File: src/rtl/alu_pkg.sv
// Shared definitions for the ALU command driver: op codes, FSM states, widths.
package alu_pkg;

   localparam int OPERAND_W = 8;
   localparam int RESULT_W  = 16;
   localparam int COUNT_W   = 8;
   localparam int WDOG_W    = 16;

   typedef enum logic [1:0] {
      OP_ADD = 2'b00,
      OP_SUB = 2'b01,
      OP_MUL = 2'b10,
      OP_DIV = 2'b11
   } alu_op_e;

   typedef enum logic [2:0] {
      ST_IDLE  = 3'd0,
      ST_ARM   = 3'd1,
      ST_BEGIN = 3'd2,
      ST_WAIT  = 3'd3,
      ST_RESP  = 3'd4
   } state_e;

endpackage

File: src/rtl/alu_cmd_driver_if.sv
// Command, ALU-side and response signals of alu_cmd_driver.
// master = the driver itself, slave = controller/ALU side.
interface alu_cmd_driver_if;
   import alu_pkg::*;

   logic                 cmd_valid;
   logic                 cmd_ready;
   alu_op_e              cmd_op;
   logic [OPERAND_W-1:0] cmd_x;
   logic [OPERAND_W-1:0] cmd_y;
   logic [OPERAND_W-1:0] cmd_a_hi;

   logic [OPERAND_W-1:0] alu_x;
   logic [OPERAND_W-1:0] alu_y;
   logic [OPERAND_W-1:0] alu_a_divide;
   alu_op_e              alu_op;
   logic                 alu_begin;
   logic                 alu_end;
   logic [RESULT_W-1:0]  alu_out;
   logic                 alu_flush;

   logic                 rsp_valid;
   logic                 rsp_ready;
   logic [RESULT_W-1:0]  rsp_data;
   alu_op_e              rsp_op;
   logic                 rsp_timeout;
   logic                 busy;
   logic [COUNT_W-1:0]   done_count;

   modport master (
      input  cmd_valid, cmd_op, cmd_x, cmd_y, cmd_a_hi,
      input  alu_end, alu_out, rsp_ready,
      output cmd_ready, alu_x, alu_y, alu_a_divide, alu_op, alu_begin, alu_flush,
      output rsp_valid, rsp_data, rsp_op, rsp_timeout, busy, done_count
   );

   modport slave (
      output cmd_valid, cmd_op, cmd_x, cmd_y, cmd_a_hi,
      output alu_end, alu_out, rsp_ready,
      input  cmd_ready, alu_x, alu_y, alu_a_divide, alu_op, alu_begin, alu_flush,
      input  rsp_valid, rsp_data, rsp_op, rsp_timeout, busy, done_count
   );

endinterface

File: src/rtl/alu_watchdog.sv
// WAIT-state cycle counter for alu_cmd_driver; only exists when ALU_TIMEOUT_EN is defined.
`ifdef ALU_TIMEOUT_EN
module alu_watchdog
   import alu_pkg::*;
#(
   parameter int TIMEOUT_CYCLES = 256
) (
   input  logic clk,
   input  logic reset,
   input  logic i_en,
   output logic o_expired
);

   logic [WDOG_W-1:0] r_count;

   // Held at zero outside WAIT, so every WAIT visit starts counting from 0.
   always_ff @(posedge clk) begin
      if (reset || !i_en) begin
         r_count <= '0;
      end else begin
         r_count <= r_count + WDOG_W'(1);
      end
   end

   assign o_expired = i_en && (r_count == WDOG_W'(TIMEOUT_CYCLES - 1));

endmodule
`endif

File: src/rtl/alu_cmd_driver.sv
// Initiator for the ALU BEGIN/END handshake: one command in, one registered result out.
// Optional WAIT timeout with ALU flush is enabled by defining ALU_TIMEOUT_EN.
module alu_cmd_driver
   import alu_pkg::*;
#(
   parameter int BEGIN_PULSE = 1
`ifdef ALU_TIMEOUT_EN
   , parameter int TIMEOUT_CYCLES = 256
`endif
) (
   input  logic           clk,
   input  logic           reset,
   alu_cmd_driver_if.master bus
);

   state_e               r_state;
   state_e               w_state_next;
   logic [15:0]          r_pulse_cnt;
   logic [15:0]          w_pulse_cnt_next;

   logic                 r_cmd_ready;
   logic [OPERAND_W-1:0] r_alu_x;
   logic [OPERAND_W-1:0] r_alu_y;
   logic [OPERAND_W-1:0] r_alu_a;
   alu_op_e              r_alu_op;
   logic                 r_alu_begin;
   logic                 r_alu_flush;
   logic                 r_rsp_valid;
   logic [RESULT_W-1:0]  r_rsp_data;
   alu_op_e              r_rsp_op;
   logic                 r_rsp_timeout;
   logic                 r_busy;
   logic [COUNT_W-1:0]   r_done_count;

   logic                 w_accept;
   logic                 w_capture;
   logic                 w_expire;
   logic                 w_rsp_done;
   logic                 w_timeout;

`ifdef ALU_TIMEOUT_EN
   alu_watchdog #(
      .TIMEOUT_CYCLES (TIMEOUT_CYCLES)
   ) u_watchdog (
      .clk       (clk),
      .reset     (reset),
      .i_en      (r_state == ST_WAIT),
      .o_expired (w_timeout)
   );
`else
   assign w_timeout = 1'b0;
`endif

   always_comb begin
      w_state_next     = r_state;
      w_pulse_cnt_next = r_pulse_cnt;
      w_accept         = 1'b0;
      w_capture        = 1'b0;
      w_expire         = 1'b0;
      w_rsp_done       = 1'b0;
      case (r_state)
         ST_IDLE: begin
            if (bus.cmd_valid && r_cmd_ready) begin
               w_accept     = 1'b1;
               w_state_next = ST_ARM;
            end
         end
         // A still-high END belongs to the previous operation; wait it out.
         ST_ARM: begin
            if (!bus.alu_end) begin
               w_state_next     = ST_BEGIN;
               w_pulse_cnt_next = '0;
            end
         end
         ST_BEGIN: begin
            if (r_pulse_cnt == 16'(BEGIN_PULSE - 1)) begin
               w_state_next = ST_WAIT;
            end else begin
               w_pulse_cnt_next = r_pulse_cnt + 16'd1;
            end
         end
         ST_WAIT: begin
            if (bus.alu_end) begin
               w_capture    = 1'b1;
               w_state_next = ST_RESP;
            end else if (w_timeout) begin
               w_expire     = 1'b1;
               w_state_next = ST_RESP;
            end
         end
         ST_RESP: begin
            if (bus.rsp_ready) begin
               w_rsp_done   = 1'b1;
               w_state_next = ST_IDLE;
            end
         end
         default: w_state_next = ST_IDLE;
      endcase
   end

   always_ff @(posedge clk) begin
      if (reset) begin
         r_state       <= ST_IDLE;
         r_pulse_cnt   <= '0;
         r_cmd_ready   <= 1'b1;
         r_alu_x       <= '0;
         r_alu_y       <= '0;
         r_alu_a       <= '0;
         r_alu_op      <= OP_ADD;
         r_alu_begin   <= 1'b0;
         r_alu_flush   <= 1'b0;
         r_rsp_valid   <= 1'b0;
         r_rsp_data    <= '0;
         r_rsp_op      <= OP_ADD;
         r_rsp_timeout <= 1'b0;
         r_busy        <= 1'b0;
         r_done_count  <= '0;
      end else begin
         r_state     <= w_state_next;
         r_pulse_cnt <= w_pulse_cnt_next;
         // Status outputs follow the next state so they line up with it.
         r_cmd_ready <= (w_state_next == ST_IDLE);
         r_busy      <= (w_state_next != ST_IDLE);
         r_alu_begin <= (w_state_next == ST_BEGIN);
         r_alu_flush <= w_expire;
         if (w_accept) begin
            r_alu_x  <= bus.cmd_x;
            r_alu_y  <= bus.cmd_y;
            r_alu_a  <= bus.cmd_a_hi;
            r_alu_op <= bus.cmd_op;
         end
         if (w_capture) begin
            r_rsp_valid   <= 1'b1;
            r_rsp_data    <= bus.alu_out;
            r_rsp_op      <= r_alu_op;
            r_rsp_timeout <= 1'b0;
            r_done_count  <= r_done_count + COUNT_W'(1);
         end else if (w_expire) begin
            r_rsp_valid   <= 1'b1;
            r_rsp_data    <= '0;
            r_rsp_op      <= r_alu_op;
            r_rsp_timeout <= 1'b1;
         end else if (w_rsp_done) begin
            r_rsp_valid   <= 1'b0;
         end
      end
   end

   assign bus.cmd_ready    = r_cmd_ready;
   assign bus.alu_x        = r_alu_x;
   assign bus.alu_y        = r_alu_y;
   assign bus.alu_a_divide = r_alu_a;
   assign bus.alu_op       = r_alu_op;
   assign bus.alu_begin    = r_alu_begin;
   assign bus.alu_flush    = r_alu_flush;
   assign bus.rsp_valid    = r_rsp_valid;
   assign bus.rsp_data     = r_rsp_data;
   assign bus.rsp_op       = r_rsp_op;
   assign bus.rsp_timeout  = r_rsp_timeout;
   assign bus.busy         = r_busy;
   assign bus.done_count   = r_done_count;

endmodule

File: src/flat_wrapper.sv
// flat-port wrapper written by rule: the top's interface ports become plain ports
module alu_cmd_driver_flat import alu_pkg::*;
#(
   parameter int BEGIN_PULSE = 1

)
  (clk, reset, bus_cmd_valid, bus_cmd_op, bus_cmd_x, bus_cmd_y, bus_cmd_a_hi, bus_alu_end, bus_alu_out, bus_rsp_ready, bus_cmd_ready, bus_alu_x, bus_alu_y, bus_alu_a_divide, bus_alu_op, bus_alu_begin, bus_alu_flush, bus_rsp_valid, bus_rsp_data, bus_rsp_op, bus_rsp_timeout, bus_busy, bus_done_count);
  alu_cmd_driver_if bus_i ();
  input  logic clk;
  input  logic reset;
  input wire logic [$bits(bus_i.cmd_valid)-1:0] bus_cmd_valid;
  input wire logic [$bits(bus_i.cmd_op)-1:0] bus_cmd_op;
  input wire logic [$bits(bus_i.cmd_x)-1:0] bus_cmd_x;
  input wire logic [$bits(bus_i.cmd_y)-1:0] bus_cmd_y;
  input wire logic [$bits(bus_i.cmd_a_hi)-1:0] bus_cmd_a_hi;
  input wire logic [$bits(bus_i.alu_end)-1:0] bus_alu_end;
  input wire logic [$bits(bus_i.alu_out)-1:0] bus_alu_out;
  input wire logic [$bits(bus_i.rsp_ready)-1:0] bus_rsp_ready;
  output wire logic [$bits(bus_i.cmd_ready)-1:0] bus_cmd_ready;
  output wire logic [$bits(bus_i.alu_x)-1:0] bus_alu_x;
  output wire logic [$bits(bus_i.alu_y)-1:0] bus_alu_y;
  output wire logic [$bits(bus_i.alu_a_divide)-1:0] bus_alu_a_divide;
  output wire logic [$bits(bus_i.alu_op)-1:0] bus_alu_op;
  output wire logic [$bits(bus_i.alu_begin)-1:0] bus_alu_begin;
  output wire logic [$bits(bus_i.alu_flush)-1:0] bus_alu_flush;
  output wire logic [$bits(bus_i.rsp_valid)-1:0] bus_rsp_valid;
  output wire logic [$bits(bus_i.rsp_data)-1:0] bus_rsp_data;
  output wire logic [$bits(bus_i.rsp_op)-1:0] bus_rsp_op;
  output wire logic [$bits(bus_i.rsp_timeout)-1:0] bus_rsp_timeout;
  output wire logic [$bits(bus_i.busy)-1:0] bus_busy;
  output wire logic [$bits(bus_i.done_count)-1:0] bus_done_count;
  assign bus_i.cmd_valid = bus_cmd_valid;
  assign bus_i.cmd_op = bus_cmd_op;
  assign bus_i.cmd_x = bus_cmd_x;
  assign bus_i.cmd_y = bus_cmd_y;
  assign bus_i.cmd_a_hi = bus_cmd_a_hi;
  assign bus_i.alu_end = bus_alu_end;
  assign bus_i.alu_out = bus_alu_out;
  assign bus_i.rsp_ready = bus_rsp_ready;
  assign bus_cmd_ready = bus_i.cmd_ready;
  assign bus_alu_x = bus_i.alu_x;
  assign bus_alu_y = bus_i.alu_y;
  assign bus_alu_a_divide = bus_i.alu_a_divide;
  assign bus_alu_op = bus_i.alu_op;
  assign bus_alu_begin = bus_i.alu_begin;
  assign bus_alu_flush = bus_i.alu_flush;
  assign bus_rsp_valid = bus_i.rsp_valid;
  assign bus_rsp_data = bus_i.rsp_data;
  assign bus_rsp_op = bus_i.rsp_op;
  assign bus_rsp_timeout = bus_i.rsp_timeout;
  assign bus_busy = bus_i.busy;
  assign bus_done_count = bus_i.done_count;
  alu_cmd_driver #(.BEGIN_PULSE(BEGIN_PULSE)) u_core (.clk(clk), .reset(reset), .bus(bus_i));
endmodule
File: config.mk
export PLATFORM = sky130hd
export DESIGN_NAME = alu_cmd_driver_flat
export DESIGN_NICKNAME = d
export VERILOG_FILES = /design/src/rtl/alu_pkg.sv /design/src/rtl/alu_cmd_driver_if.sv /design/src/rtl/alu_watchdog.sv /design/src/rtl/alu_cmd_driver.sv /design/src/flat_wrapper.sv
export SDC_FILE = /design/constraint.sdc
export NUM_CORES = 1
export LEC_CHECK = 0
export CORE_MARGIN = 2
export CORE_UTILIZATION = 25
export DETAILED_ROUTE_END_ITERATION = 10
export HOLD_SLACK_MARGIN = 0.15
export PLACE_DENSITY_LB_ADDON = 0.12
export SYNTH_ARGS = -nofsm -noshare
export SYNTH_HDL_FRONTEND = slang
export SYNTH_SLANG_ARGS = --single-unit
File: constraint.sdc
create_clock -name clk -period 2.3 [get_ports clk]
set_input_delay 0.46 -clock clk [delete_from_list [all_inputs] [get_ports clk]]
set_output_delay 0.46 -clock clk [all_outputs]
set_load 0.02 [all_outputs]
==> impl_metrics.json <==
{
  "skew_ps": 1.347,
  "floorplan.die_area_um2": 12880,
  "most_common_cell_after_layout_fill_and_taps_aside": "clkdlybuf4s50_1",
  "die_x_um": 113.5,
  "floorplan.rows": 39,
  "routed_via_density": 4.623,
  "worstPathCellList": "clkdlybuf4s50_1",
  "max_freq_ghz": 0.5396,
  "synth.lib_cells_used.distinct": 40,
  "vias_in_the_first_global_route": 2612,
  "antenna_violating_nets_post_route": 0,
  "post-cts-setup-buffers": 0,
  "timing_hold_violations_final": 0,
  "synth_flop_cell": "dfxtp_1",
  "initial_antenna_violation_count": 0,
  "timing.setup.critical_path_class": "reg2out",
  "cts-root-buf": "clkbuf_16",
  "cts_hold_repair.buffers": 0,
  "outcome": "complete, no violations",
  "cts-root-to-sink-buffers": 2,
  "boundaryPins": 105,
  "routabilityCongestion": 0.7196,
  "clock_power_share_pct": 38.8,
  "insertedDiodeCount": 0,
  "grt_setup_unrepaired": "false",
  "fin_nets": 514,
  "initial_util_pct": 25.92,
  "grt_usage_pct": 12.83,
  "async_reset_ff_share_pct": 0,
  "fin_setup_tns_ps": 0,
  "clock_sink_count": 75,
  "cts_made_buffers": 9,
  "dp_hpwl_um": 5717,
  "final_cell_mix": "101 x clkdlybuf4s50_1, 96 x nand2_1, 75 x dfxtp_1, 63 x a21oi_1, 13 x nor2_1",
  "tightest_slew_ps": 472.0,
  "internal-power_mw": 2.393,
  "pwr_density_cell_nw_per_um2": 732.5,
  "slew-limit-headroom_pct": 67.72,
  "detailroute.via_count": 2811,
  "period_minus_slack_ps": 1853,
  "port_buffers": 102,
  "drt-wirelength-per-cell_um": 13.49,
  "syn-cell-area_um2": 2998,
  "cp_arrival_ps": 1390,
  "crit_path_top_delay_cell": "clkdlybuf4s50_1",
  "power.switching_uw": 843.5,
  "worst_setup_hold_path_clk_slew_ps": 50,
  "tritoncts_clock_tree": "done",
  "post-route-period-util_pct": 80.57,
  "finalSetupViolations": 0,
  "power_mw": 3.237,
  "max_transition_viols_final": 0,
  "die_height_um": 113.5,
  "global_route.overflow_total": 0,
  "cp.buffers_inverters": 1,
  "yosys_warnings": 0,
  "synthToLayoutAreaGrowth_pct": 47.41,
  "netlist_instances": 363,
  "p_comb_share_pct": 17.3,
  "critical_path.startpoint_type": "flop",
  "maximum_number_of_pins_on_one_net_before_global_route_repair": 27,
  "layout-drive-gt1-share_pct": 6.237,
  "p_leak_nw": 1.503,
  "ir_worst_vdd_uv": 297.2,
  "slowest_delay_ps": 640,
  "synth.yosys.seq_area_share_pct": 50.08,
  "clock_latency_late_sink_ps": 330,
  "synth_enable_flop_cells": 0,
  "ys_seq_elements": 75,
  "cap_viol_max_count": 0,
  "drt_wl_total_um": 8199,
  "initialDrtViolationCount": 128,
  "detailedRoute.firstPassIterationCount": 4,
  "cp_data_required_time_ps": 1840,
  "count_of_h_tree_levels_built_during_cts": 3,
  "switching_share_pct": 26.06,
  "detail_route.drc_violations": 0,
  "core_area_um2": 11560,
  "end_kind": "output pin",
  "global_route_wire_length_before_repair_um": 13130,
  "post_cts.resized_instances": 0,
  "synth_area_per_cell_um2": 8.259,
  "worstPathMaxFanout": 7,
  "critPathTopFamily": "buffers and inverters",
  "hold_path_class": "reg2reg",
  "timing.hold.ws_ps": 451.7,
  "share_seq_of_total_power_pct": 43.9
}
power groups by stage:
stage                     sequential (mW)  combinational (mW)  clock, mW
after floorplan                      1.51               0.222          0
after global placement               1.45               0.566          0
after detailed placement             1.45               0.565          0
after CTS                            1.42               0.569       1.30
after global routing                 1.43               0.611       1.35
final                                1.42               0.561       1.26
synth_stat cells (2+ instances only):
| library cell | count | share of area, % |
|---|---|---|
| and3_1 | 3 | 0.63 |
| or3_1 | 8 | 1.7 |
| and4_1 | 2 | 0.58 |
| nand2_1 | 96 | 12 |
| clkbuf_1 | 11 | 1.4 |
| o31ai_1 | 5 | 1.3 |
| inv_1 | 8 | 1.0 |
| buf_2 | 7 | 1.2 |
| or4_1 | 4 | 1.0 |
| nor4_1 | 3 | 0.63 |
| o21ai_0 | 11 | 1.8 |
| nor3_1 | 4 | 0.67 |
| xor2_1 | 4 | 1.2 |
| dfxtp_1 | 75 | 50 |
| xnor2_1 | 4 | 1.2 |
| ha_1 | 3 | 1.3 |
| nand4_1 | 8 | 1.7 |
| buf_4 | 3 | 0.75 |
| nor2_1 | 13 | 1.6 |
| a21oi_1 | 63 | 11 |
| nand3_1 | 9 | 1.5 |
layer usage:
layer / vias to the layer above / global-route usage, % / wire [um]
met5: - / 0 / 0
met4: 0 / 6.341 / 147
met3: 9 / 5.526 / 736
met2: 77 / 19.32 / 3600
met1: 1282 / 15.72 / 3715
li1: 1443 / - / -
cell type report:
cell class / count / area, um2
Clock buffer: 12 / 256.5
Fill cell: 1189 / 7146
Inverter: 8 / 30.03
Multi-Input combinational cell: 259 / 1369
Sequential cell: 75 / 1501
Tap cell: 143 / 178.9
Timing Repair Buffer: 111 / 1084
per-stage QoR:
stage | utilization (%) | instance area [um2] | setup slack [ps] | instances
floorplan | - | 3002 | 602.7 | 364
detailed placement | 35.99 | 4163 | 277.7 | 596
global route | 38.21 | 4419 | 359.6 | 608
CTS | 38.21 | 4419 | 430.1 | 608
global placement | 35.99 | 4163 | 339.6 | 596
finish | 38.21 | 4419 | 446.8 | 608
state kept, by name, indices dropped and copies added, names as in the netlist:
signal and count:
u_core.bus.rsp_data 16, u_core.r_pulse_cnt 16, u_core.bus.alu_a_divide 8, u_core.bus.alu_x 8, u_core.bus.alu_y 8, u_core.bus.done_count 8
u_core.r_state 3, u_core.bus.alu_op 2, u_core.bus.rsp_op 2, u_core.bus.alu_begin 1, u_core.bus.busy 1, u_core.bus.cmd_ready 1
u_core.bus.rsp_valid 1
worst register-to-register path, cell delays in order (launching register included):
cell and delay (ps):
dfxtp_1 390, inv_1 80, ha_1 210, nor4b_1 150, and4_1 290, or4_1 500, a21oi_1 160
path summary, 6_finish.rpt:
path                                                               from                                      end  slack, ps  cells past startpoint
worst min-delay path            u_core.bus.alu_a_divide[6]$_SDFFE_PP0P_  u_core.bus.alu_a_divide[6]$_SDFFE_PP0P_        450                      2
worst min register to register  u_core.bus.alu_a_divide[6]$_SDFFE_PP0P_  u_core.bus.alu_a_divide[6]$_SDFFE_PP0P_        450                      2
worst max register to register       u_core.r_pulse_cnt[0]$_SDFFE_PP0P_       u_core.r_pulse_cnt[4]$_SDFFE_PP0P_        450                      6
worst max-delay path              u_core.bus.done_count[3]$_SDFFE_PP0P_                        bus_done_count[3]        450                      1
logic make-up after synthesis:
group / synth area share, %
AND/OR/NAND/NOR: 26.09
other: 0.1251
XOR/XNOR: 2.337
buffers and inverters: 4.674
adder cells (fa/ha/maj): 1.252
AO/OA/AOI/OAI: 15.44
flip-flops: 50.08
Note: power is estimated with default switching activity, not from simulation.
